===== config.mk =====
export PLATFORM = sky130hd
export DESIGN_NAME = shift_reg_chain
export DESIGN_NICKNAME = d
export VERILOG_FILES = /design/src/rtl/shift_reg_chain.sv
export SDC_FILE = /design/constraint.sdc
export NUM_CORES = 1
export LEC_CHECK = 0
export ABC_AREA = 1
export CAP_MARGIN = 10
export CORE_UTILIZATION = 45
export DETAILED_ROUTE_END_ITERATION = 10
export PLACE_DENSITY = 0.87
export SLEW_MARGIN = 20
export SYNTH_ARGS = -nofsm -noshare
export SYNTH_HDL_FRONTEND = slang
export SYNTH_SLANG_ARGS = --single-unit

===== constraint.sdc =====
create_clock -name clk -period 2.2 [get_ports clk]
set_clock_uncertainty 0.15 [all_clocks]
set_input_delay 0.22 -clock clk [delete_from_list [all_inputs] [get_ports clk]]
set_output_delay 0.22 -clock clk [all_outputs]
set_load 0.01 [all_outputs]

===== src/rtl/shift_reg_chain.sv =====
// shift_reg_chain: STAGES cascaded WIDTH-bit shift registers forming one serial chain of
// N = WIDTH*STAGES bits, with every stage visible in parallel.
//
// Optional feature: define ROTATE_EN to add the rotate port (circular shift).
//
// Ports:
//   clk        rising-edge clock
//   clear      asynchronous reset, active-high
//   shift_ctrl shift enable (1 = shift this edge)
//   dir        0 = shift toward MSB, 1 = shift toward LSB
//   s_in       serial data entering the chain
//   load       parallel load strobe (wins over shift_ctrl)
//   p_in       parallel load data
//   p_out      chain contents; stage k = p_out[k*WIDTH +: WIDTH]
//   s_out      bit that leaves on the next shift (combinational)
//   shift_cnt  shifts since last load/clear, modulo N
//   frame_done one-cycle pulse after the N-th shift of a frame
//   rotate     (ROTATE_EN only) recirculate the outgoing bit instead of s_in
module shift_reg_chain #(
  parameter int unsigned WIDTH  = 4,
  parameter int unsigned STAGES = 2,
  localparam int unsigned N     = WIDTH * STAGES,
  localparam int unsigned CW    = (N > 1) ? $clog2(N) : 1
) (
  input  logic          clk,
  input  logic          clear,
  input  logic          shift_ctrl,
  input  logic          dir,
  input  logic          s_in,
  input  logic          load,
  input  logic [N-1:0]  p_in,
  output logic [N-1:0]  p_out,
  output logic          s_out,
  output logic [CW-1:0] shift_cnt,
`ifdef ROTATE_EN
  input  logic          rotate,
`endif
  output logic          frame_done
);

  logic [N-1:0]  chain_q, chain_d;
  logic [CW-1:0] cnt_q, cnt_d;
  logic          frame_done_q, frame_done_d;

  logic          d_bit;
  logic [N-1:0]  shift_up, shift_dn;
  logic          cnt_wrap;

  assign s_out = dir ? chain_q[0] : chain_q[N-1];

`ifdef ROTATE_EN
  // Rotation feeds back the pre-shift outgoing bit.
  assign d_bit = rotate ? s_out : s_in;
`else
  assign d_bit = s_in;
`endif

  // A single-bit chain has no bits to keep; the new bit replaces it.
  generate
    if (N == 1) begin : g_single
      assign shift_up = d_bit;
      assign shift_dn = d_bit;
    end else begin : g_multi
      assign shift_up = {chain_q[N-2:0], d_bit};
      assign shift_dn = {d_bit, chain_q[N-1:1]};
    end
  endgenerate

  assign cnt_wrap = (cnt_q == CW'(N - 1));

  always_comb begin
    chain_d      = chain_q;
    cnt_d        = cnt_q;
    frame_done_d = 1'b0;
    if (load) begin
      chain_d = p_in;
      cnt_d   = '0;
    end else if (shift_ctrl) begin
      chain_d      = dir ? shift_dn : shift_up;
      cnt_d        = cnt_wrap ? '0 : cnt_q + CW'(1);
      frame_done_d = cnt_wrap;
    end
  end

  always_ff @(posedge clk or posedge clear) begin
    if (clear) begin
      chain_q      <= '0;
      cnt_q        <= '0;
      frame_done_q <= 1'b0;
    end else begin
      chain_q      <= chain_d;
      cnt_q        <= cnt_d;
      frame_done_q <= frame_done_d;
    end
  end

  assign p_out      = chain_q;
  assign shift_cnt  = cnt_q;
  assign frame_done = frame_done_q;

endmodule


==> results.txt <==
- Run status: complete, no violations
- Vias per inst: 4.84
- In this run, the number of DRC markers left after iteration 0 of detailed routing was 16.
- Floorplan row count: 13
- Number of I/O port buffers: 26
* Residual DRC count: 0
- The worst setup path is captured at an output port.
- RSZ-0062 raised after global routing: false
- When the netlist entered floorplanning its net count stood at 118.
* Number of top-level pins: 27
* Core area: 1370 um^2
- Register bit total from synthesis: 12
- Setup violations remaining at the end of the flow were counted as 0.
* Switching share of power: 28.1%
- Utilization after layout: 72.5%
- The final hold violation count came to 0.
- The final layout contains routed wiring with a total length of 1560 um.
* Area added between synthesis and finish: 42.4%
- Of the total power, the clock network draws 30.9%.
* Internal Dissipation: 0.417 mW
- Count of hold-fix buffers inserted at cts: 0
- Synth cell types: 12
- The first global-routing pass estimated 2190 um of wire.
- The number of setup buffers added after CTS is 0.
- Switching power total: 0.163 mW
* Min-delay worst type: primary input to async pin
- Synthesis handed over a netlist of 102 instances.
* Setup Total Neg Slack: 0 ns
* Antenna Cells: 0
- ANT nets after route: 0
* CP max stage delay: 0.56 ns
* Compound-cell area share of the yosys netlist: 6.47%
* Final global-route overflow total: 0
* Post-Synth Adder-Cell Area: 3.60%
* CTS tree: built
- Final Cell Area: 991 um^2
- Pin count of the biggest net entering global routing: 13
- Max Fanout on Critical Path: 3
- Top achievable clock speed: 0.556 GHz
* Cell family with most CP delay: buffers and inverters
* Fin nets: 147
* Data arrival time at the worst-slack endpoint: 1.43 ns
- Before antenna repair, the detailed router went through 4 iterations.
- Post-Place Cell Area: 955 um^2
- In this run the tightest slew margin relative to its limit is 52.2%.
- Max-slew violation total from the final report: 0
- Counting every sink on the clock net gives 12.
- Simple-gate area share of the yosys netlist: 34.7%
* Proportion of power drawn by combinational gates: 24.7%
- # resized after CTS: 0
* Mux contribution to synthesized area: 0%
- Share of post-route cells with drive strength above 1: 5.38%
* Max VDD drop: 0.000335 V
- Clk slew on worst S/H paths: 0.08 ns
- Worst-path cell chain: inv_1 > o21ai_0 > clkdlybuf4s50_1
* Portion of the clock cycle consumed by the worst path in the final layout: 81.8%
- Once detailed placement completed, the half-perimeter wirelength came to 1140 um.
* Root buffer cell: sky130_fd_sc_hd__clkbuf_4
- The number of antenna violations at the first check in global routing is 0.
- Master of the slowest instance on the critical path: sky130_fd_sc_hd__clkdlybuf4s50_1
* Die area: 1710 um^2
- Across all layers, the routed design uses 702 vias.
* Mean routed wirelength per cell: 10.8 um
- Initial core utilization: 50.9%
- Dividing total power by cell area gives a power density of 586 nW/um^2.
- Crit path buf inv count: 2
* Combinational family with the most area after synthesis: simple AND/OR/NAND/NOR gates
* Kind of start point of the critical path: flip-flop
- Post-route worst hold slack: 0.100 ns
- Sequential elements use 43.2% of the synthesized area.
- The longest clock path from root to sink contains 2 buffers.
* Count of yosys warnings during synthesis: 0
- Overall global routing resource usage: 20.3%
* Transition time at the pin with the least slew margin: 0.714 ns
* Min Tclk post-route: 1.80 ns
- Power share of the sequential group: 44.4%
* Filler Cell Count: 117
- Die extent in y: 41.3 um
* Horizontal die dimension: 41.3 um
- Vias in the first global route: 535
- After synthesis the cells add up to 696 um^2.
- The critical path is of the flip-flop to output port type.
* Post-Synth XOR/XNOR Area: 0%
* H-tree levels: 1
- At the end of routability-driven placement, the weighted congestion stood at 0.710.
- Pleak: 0.565 nW
- Clock buffers created by TritonCTS: 3
- Max Cap Viol: 0
* Clock Latency Late Sink: 0.28 ns
- Each instance of the synthesized netlist takes up on average 6.82 um^2.
* Data required time at the worst endpoint: 1.83 ns
[cells by family (layout without fill, tap and decap cells)]
kind of cell / after synthesis / count (layout)
AO/OA/AOI/OAI: 9 / 9
AND/OR/NAND/NOR: 62 / 62
buffers and inverters: 17 / 45
flip-flops: 12 / 12
adder cells (fa/ha/maj): 2 / 2
[stage by stage]
step / worst slack (ns) / std cells / power, mW
floorplan: 0.955 / 102 / 0.329
global placement: 0.463 / 141 / 0.402
detailed placement: 0.412 / 141 / 0.406
CTS: 0.386 / 145 / 0.585
global route: 0.294 / 145 / 0.614
finish: 0.401 / 145 / 0.580
[layout by cell type, fill, tap and decap left out]
master | Yosys | routed
sky130_fd_sc_hd__ha_1 | 2 | 2
sky130_fd_sc_hd__clkbuf_4 | 0 | 3
sky130_fd_sc_hd__clkdlybuf4s50_1 | 0 | 26
sky130_fd_sc_hd__nand2_1 | 57 | 57
sky130_fd_sc_hd__inv_1 | 13 | 13
sky130_fd_sc_hd__nor2_1 | 3 | 3
sky130_fd_sc_hd__a21oi_1 | 8 | 8
sky130_fd_sc_hd__nand3_1 | 1 | 1
sky130_fd_sc_hd__buf_4 | 1 | 2
sky130_fd_sc_hd__dfrtp_1 | 12 | 12
sky130_fd_sc_hd__nor2_4 | 1 | 1
sky130_fd_sc_hd__clkbuf_8 | 0 | 1
sky130_fd_sc_hd__o21ai_0 | 1 | 1
[final timing paths]
path                            cells past startpoint    startpoint      endpoint  slack, ns
worst max-delay path                                3      p_out[7]         s_out       0.40
max in group asynchronous                           2         clear      p_out[4]       1.46
worst min register to register                      2  shift_cnt[2]  shift_cnt[2]       0.37
worst min-delay path                                2         clear      p_out[2]       0.10
min in group clk                                    2  shift_cnt[2]  shift_cnt[2]       0.37
worst max register to register                      4  shift_cnt[0]  shift_cnt[2]       0.94
[power groups by stage]
stage | combinational (mW) | sequential, mW | clock (mW)
4_1_cts | 0.145 | 0.257 | 0.182
3_5_place_dp | 0.144 | 0.262 | 0
5_1_grt | 0.161 | 0.260 | 0.193
2_1_floorplan | 0.0615 | 0.268 | 0
3_3_place_gp | 0.141 | 0.261 | 0
6_report | 0.143 | 0.258 | 0.179
[cells in the mapped netlist]
master | n | area (um^2)
sky130_fd_sc_hd__dfrtp_1 | 12 | 300
sky130_fd_sc_hd__o21ai_0 | 1 | 5.00
sky130_fd_sc_hd__buf_4 | 1 | 7.51
sky130_fd_sc_hd__buf_2 | 1 | 5.00
sky130_fd_sc_hd__ha_1 | 2 | 25.0
sky130_fd_sc_hd__nand3_1 | 1 | 5.00
sky130_fd_sc_hd__a21oi_1 | 8 | 40.0
sky130_fd_sc_hd__inv_1 | 13 | 48.8
sky130_fd_sc_hd__buf_6 | 2 | 22.5
sky130_fd_sc_hd__nand2_1 | 57 | 214
sky130_fd_sc_hd__nor2_1 | 3 | 11.3
sky130_fd_sc_hd__nor2_4 | 1 | 11.3
[sequential cells by signal, summed over array words and instances, names as in the netlist]
| register | count |
|---|---|
| frame_done | 1 |
| p_out | 8 |
| shift_cnt | 3 |
[final cells by class]
class,instances,area [um^2],share of cell area (%)
flip-flops and latches,12,300,30.3
multi-input cells,73,312,31.4
inverters,13,48.8,4.92
clock buffers,4,36.3,3.66
repair buffers,28,275,27.8
well taps,15,18.8,1.89
[routing by layer]
layer	part of all wire (%)	vias up	GRT usage, %	wire length, um
met1	45	310	23.8	696
met3	5.9	5	4.79	92
met4	1.7	0	9.68	27
met5	0	-	0	0
li1	-	362	-	-
met2	48	25	34.8	743
No activity file was read; power rests on OpenSTA's default activity.
